--- src/rtl/vga_scan_ctrl.sv ---
// vga_scan_ctrl: raster counter / video_on generator for the VGA path, plus the
// arbiter for the single port of the shared pixel RAM. Display fetch has fixed
// priority; a host writer gets the port through a four-phase req/ack handshake
// and only in clocks that carry no display read.
module vga_scan_ctrl #(
    parameter int H_TOTAL  = 800,
    parameter int V_TOTAL  = 525,
    parameter int H_START  = 144,
    parameter int V_START  = 35,
    parameter int H_ACTIVE = 640,
    parameter int V_ACTIVE = 480,
    parameter int AW       = 19,
    parameter int DW       = 8
) (
    input  logic          clk,
    input  logic          rst_n,
    input  logic          pix_en,
    output logic [9:0]    CounterX,
    output logic [9:0]    CounterY,
    output logic          video_on,
    output logic          frame_start,
    output logic [AW-1:0] mem_addr,
    output logic          mem_we,
    output logic [DW-1:0] mem_wdata,
    output logic          rd_valid,
    input  logic          wr_req,
    input  logic [AW-1:0] wr_addr,
    input  logic [DW-1:0] wr_data,
    output logic          wr_ack
);

    localparam logic [9:0] X_LAST = 10'(H_TOTAL - 1);
    localparam logic [9:0] Y_LAST = 10'(V_TOTAL - 1);
    localparam logic [9:0] X_ON   = 10'(H_START);
    localparam logic [9:0] X_OFF  = 10'(H_START + H_ACTIVE);
    localparam logic [9:0] Y_ON   = 10'(V_START);
    localparam logic [9:0] Y_OFF  = 10'(V_START + V_ACTIVE);
    localparam logic [AW-1:0] PTR_ONE = {{(AW-1){1'b0}}, 1'b1};

    typedef enum logic [1:0] {
        ST_IDLE  = 2'b00,
        ST_WRITE = 2'b01,
        ST_DONE  = 2'b10
    } state_t;

    logic [9:0]    cnt_x_r;
    logic [9:0]    cnt_y_r;
    logic          frame_start_r;
    logic          rd_valid_r;
    logic          wr_ack_r;
    logic [AW-1:0] rd_ptr_r;
    state_t        state_r;
    state_t        state_nxt_s;

    logic          x_end_s;
    logic          y_end_s;
    logic          wrap_s;
    logic          video_on_s;
    logic          disp_slot_s;
    logic [AW-1:0] mem_addr_s;
    logic          mem_we_s;

    // Raster decode: end-of-line/frame detection, active window, display slot.
    always_comb begin
        x_end_s     = (cnt_x_r == X_LAST);
        y_end_s     = (cnt_y_r == Y_LAST);
        wrap_s      = pix_en & x_end_s & y_end_s;
        video_on_s  = (cnt_x_r >= X_ON) && (cnt_x_r < X_OFF) &&
                      (cnt_y_r >= Y_ON) && (cnt_y_r < Y_OFF);
        disp_slot_s = pix_en & video_on_s;
    end

    // Raster counters: X advances per pixel strobe, Y advances on each line wrap.
    always_ff @(posedge clk or negedge rst_n) begin
        if (!rst_n) begin
            cnt_x_r <= 10'd0;
            cnt_y_r <= 10'd0;
        end else if (pix_en) begin
            if (x_end_s) begin
                cnt_x_r <= 10'd0;
                if (y_end_s) begin
                    cnt_y_r <= 10'd0;
                end else begin
                    cnt_y_r <= cnt_y_r + 10'd1;
                end
            end else begin
                cnt_x_r <= cnt_x_r + 10'd1;
            end
        end else begin
            cnt_x_r <= cnt_x_r;
            cnt_y_r <= cnt_y_r;
        end
    end

    // Frame pulse and read-valid flag, both one clock behind their cause.
    always_ff @(posedge clk or negedge rst_n) begin
        if (!rst_n) begin
            frame_start_r <= 1'b0;
            rd_valid_r    <= 1'b0;
        end else begin
            frame_start_r <= wrap_s;
            rd_valid_r    <= disp_slot_s;
        end
    end

    // Display read pointer: row-major over the active area, rewinds only at frame wrap.
    always_ff @(posedge clk or negedge rst_n) begin
        if (!rst_n) begin
            rd_ptr_r <= {AW{1'b0}};
        end else if (wrap_s) begin
            rd_ptr_r <= {AW{1'b0}};
        end else if (disp_slot_s) begin
            rd_ptr_r <= rd_ptr_r + PTR_ONE;
        end else begin
            rd_ptr_r <= rd_ptr_r;
        end
    end

    // Writer FSM next state and RAM port mux; a display slot always owns the port.
    always_comb begin
        state_nxt_s = state_r;
        mem_we_s    = 1'b0;
        mem_addr_s  = wr_addr;
        case (state_r)
            ST_IDLE: begin
                if (wr_req) begin
                    state_nxt_s = ST_WRITE;
                end else begin
                    state_nxt_s = ST_IDLE;
                end
            end
            ST_WRITE: begin
                if (disp_slot_s) begin
                    state_nxt_s = ST_WRITE;
                end else begin
                    mem_we_s    = 1'b1;
                    state_nxt_s = ST_DONE;
                end
            end
            ST_DONE: begin
                if (!wr_req) begin
                    state_nxt_s = ST_IDLE;
                end else begin
                    state_nxt_s = ST_DONE;
                end
            end
            default: begin
                state_nxt_s = ST_IDLE;
            end
        endcase
        if (disp_slot_s) begin
            mem_addr_s = rd_ptr_r;
        end else begin
            mem_addr_s = wr_addr;
        end
    end

    // Writer state register; ack is high exactly while the FSM sits in DONE.
    always_ff @(posedge clk or negedge rst_n) begin
        if (!rst_n) begin
            state_r  <= ST_IDLE;
            wr_ack_r <= 1'b0;
        end else begin
            state_r  <= state_nxt_s;
            wr_ack_r <= (state_nxt_s == ST_DONE);
        end
    end

    assign CounterX    = cnt_x_r;
    assign CounterY    = cnt_y_r;
    assign video_on    = video_on_s;
    assign frame_start = frame_start_r;
    assign mem_addr    = mem_addr_s;
    assign mem_we      = mem_we_s;
    assign mem_wdata   = wr_data;
    assign rd_valid    = rd_valid_r;
    assign wr_ack      = wr_ack_r;

endmodule
--- config.mk ---
export PLATFORM = sky130hd
export DESIGN_NAME = vga_scan_ctrl
export DESIGN_NICKNAME = d
export VERILOG_FILES = /design/src/rtl/vga_scan_ctrl.sv
export SDC_FILE = /design/constraint.sdc
export NUM_CORES = 1
export LEC_CHECK = 0
export BUFFER_PORTS_ARGS = -buffer_cell sky130_fd_sc_hd__buf_2
export CORE_MARGIN = 2
export CORE_UTILIZATION = 40
export DETAILED_ROUTE_END_ITERATION = 8
export GPL_ROUTABILITY_DRIVEN = 1
export PLACE_DENSITY = 0.65
export SETUP_SLACK_MARGIN = 0.4
export SLEW_MARGIN = 20
export SYNTH_ARGS = -nofsm -noshare
export SYNTH_HDL_FRONTEND = slang
export SYNTH_SLANG_ARGS = --single-unit
--- constraint.sdc ---
create_clock -name clk -period 2.5 [get_ports clk]
set_input_delay 0.125 -clock clk [delete_from_list [all_inputs] [get_ports clk]]
set_output_delay 0.125 -clock clk [all_outputs]
set_load 0.005 [all_outputs]
==> flow_metrics.tcl <==
set metrics [dict create \
    track_usage_pct 17.0 \
    swShare_pct 30.7 \
    final_antenna_net_count 0 \
    routed_wl_um 6580 \
    syn_inst 301 \
    hold_start "pix_en" \
    power_density_nw_per_um2 490 \
    synth_warnings 0 \
    r2r_setup_slack_ns 0.26 \
    worst_slack_ns 0.255 \
    vias 2482 \
    synth_top_cell_area_share_pct 41.6 \
    dp.cells 427 \
    syn_avg_cell_area_um2 8.78 \
    p_sw_mw 0.527 \
    place_congestion 0.807 \
    dp_worst_setup_slack_ns 0.250 \
    finalSetupViolCount 0 \
    diodes 0 \
    grt_pass1_wl_um 10100 \
    fin_crit_sh_pct 89.8 \
    numPortBuffers 66 \
    synth_xor_area_share_pct 4.31 \
    fp.dieW_um 85.3 \
    grt_start_max_net_pins 45 \
    layout_commonest_cell "nand2_1" \
    ys.flop_type "dfrtp_1" \
    synth_seq_cells 44 \
    cts_tree "built" \
    tightest_slew_ns 0.556 \
    nNetsFinal 420 \
    power_mw 1.72 \
    whs_path_depth 2 \
    clock-root-buffer "clkbuf_8" \
    clk_pin_slew_ns 0.09 \
    hold_violations 0 \
    holdPathEnd "CounterX[1]" \
    grt_pass1_vias 2201 \
    yosys.area.top_type "dfrtp_1" \
    synth_edf_count 0 \
    yosys.area_share.simple_pct 30.9 \
    synth.area.mux_share_pct 1.61 \
    cap_violations 0 \
    post-route-min-period_ns 2.24 \
    regToRegEndpoint "rd_ptr_r[10]" \
    clock_sinks 44 \
    combPwrFrac_pct 20.0 \
    dieArea_um2 7280 \
    wl_per_cell_um 14.2 \
    worst_setup_path_start_kind "flop" \
    dr.pass1.iters 4 \
    final_cell_count_no_fill 462 \
    critPathArrivalTime_ns 2.48 \
    yosysSeqAreaShare_pct 41.6 \
    layout-area-overhead-vs-synth_pct 32.4 \
    initial_core_util_pct 41.4 \
    intPower_mw 1.19 \
    fin_worst_skew_ns 0.00540 \
    max_freq_ghz 0.445 \
    cts_buffer_depth 2 \
    synth_compound_area_share_pct 12.5 \
    slew_headroom_pct 62.9 \
    synth_async_sr_flop_share_pct 100 \
    rows 29 \
    synth_cell_types 48 \
    slew_violations 0 \
    synth-adder-area-share_pct 2.37 \
    reg2reg_depth 8 \
    synth_top_family_by_area "simple AND/OR/NAND/NOR gates" \
    leakagePower_nw 1.63 \
    final_cell_mix "79 x nand2_1, 65 x buf_2, 38 x dfrtp_1, 21 x buf_4, 16 x nor2_1" \
    synth.net_count 337 \
    rsz0062_at_grt "true" \
    cts_made_buffers 5 \
    clockPowerShare_pct 27.9 \
    ir_worst_vdd_mv 0.356 \
    endpoint_kind "flop" \
    final_util_pct 54.8 \
    worstSetupPathType "reg -> reg" \
    core_area_um2 6390 \
    timing.setup.tns_ns 0 \
    syn_area_um2 2640 \
    crit_fanout 11 \
    htreeDepth 2 \
    drt-initial-drc-count 76 \
    drive_gt1_share_pct 40.3 \
    worstPathRequired_ns 2.73 \
    drc_errors 0 \
    seq_power_share_pct 52.1 \
    vias_per_cell 5.37 \
    num_io_pins 83 \
    clkLatencyLatePin_ns 0.30 \
    status "finished, final reports clean" \
    post-dp-hpwl_um 4040 \
    grt-ovfl-total 0 \
    worst_r2r_startpoint "CounterY[1]" \
    fp.dieH_um 85.3 \
    min_path_type "in -> reg" \
    antenna_found_initial 0 \
    synthTopCellsByArea "dfrtp_1 42%, nand2_1 12%, o31ai_1 3.4%" \
]
==> power by group through the flow <==
stage          clock network (mW)  registers [mW]  logic, mW
2_1_floorplan                   0           0.865      0.245
3_3_place_gp                    0           0.907      0.299
3_5_place_dp                    0           0.911      0.306
4_1_cts                     0.484           0.898      0.331
5_1_grt                     0.513           0.910      0.390
6_report                    0.478           0.894      0.343
==> Yosys cell counts, types with 2 or more instances <==
cell	instances
xor2_1	3
buf_6	2
nor4_4	3
inv_1	6
and4_1	3
nand4_1	6
mux2i_1	2
and3_1	2
nand4b_1	3
nor2_1	16
xnor2_1	10
mux2_2	2
buf_2	6
nor2b_1	2
or4b_1	2
a21oi_1	16
nand3_1	12
o21ai_0	9
o41ai_1	2
or3_1	2
clkinv_1	2
nand2_1	84
nor3_1	3
clkbuf_1	3
or4_1	9
ha_1	5
buf_4	11
dfrtp_1	44
o31ai_1	12
==> flip-flops by register name (all words and copies together), names as in the netlist <==
signal and cells:
state_r 2, wr_ack 1, rd_ptr_r 19, CounterY 10, frame_start 1, CounterX 10
rd_valid 1
==> critical path: stages, from the launching register on <==
cell	delay [ns]
dfrtp_1	0.42
ha_4	0.19
nor4_4	0.15
nand4b_1	0.20
a21o_4	0.27
buf_12	0.14
buf_8	0.13
or4b_4	0.52
a21oi_2	0.15
==> layout make-up <==
type,count,area [um^2]
multi-input combinational,229,1540
sequential,44,1110
clock inverter,2,10.0
timing repair buffer,96,636
clock buffer,6,82.6
tap,77,96.3
fill,573,2890
inverter,8,31.3
==> per-layer routing <==
metal  vias to the layer above  share of wire [%]  GRT usage [%]
li1                       1224                  -              -
met1                      1174                 45           22.3
met2                        68                 48           28.4
met3                        16                4.1           3.11
met4                         0                2.4           5.48
met5                         -                  0              0
==> logic make-up (layout without fill, tap and decap cells) <==
group / after synthesis / after routing
AO/OA/AOI/OAI: 49 / 51
XOR/XNOR: 13 / 13
adder cells (fa/ha/maj): 5 / 5
buffers and inverters: 30 / 112
flip-flops: 44 / 44
multiplexers: 4 / 4
AND/OR/NAND/NOR: 156 / 156
==> repair_timing <==
action / 4_1_cts / 5_1_grt
setup endpoints to repair: 42 / 39
resized for setup: 20 / 35
hold buffers: 0 / 1
gates cloned: 3 / 0
pin swaps: 20 / 22
buffers inserted: 15 / 8
endpoints found under the hold margin: 0 / 44
==> how the worst max path moves through the flow <==
stage / cells past startpoint / end / from
5_1_grt: 8 / rd_ptr_r[10] / CounterY[1]
3_3_place_gp: 5 / CounterY[4] / CounterX[0]
2_1_floorplan: 6 / CounterY[4] / CounterX[0]
6_report: 8 / rd_ptr_r[10] / CounterY[1]
3_5_place_dp: 6 / CounterY[7] / CounterX[0]
4_1_cts: 8 / rd_ptr_r[10] / CounterY[1]
==> stage by stage <==
step                      hold WS, ns  instance area (um^2)
after floorplan                -0.171                  2650
after global placement          0.250                  2960
after detailed placement        0.250                  2960
after CTS                      0.0247                  3290
after global routing            0.178                  3500
final                           0.148                  3500
Power figures use the tool's default switching activity.
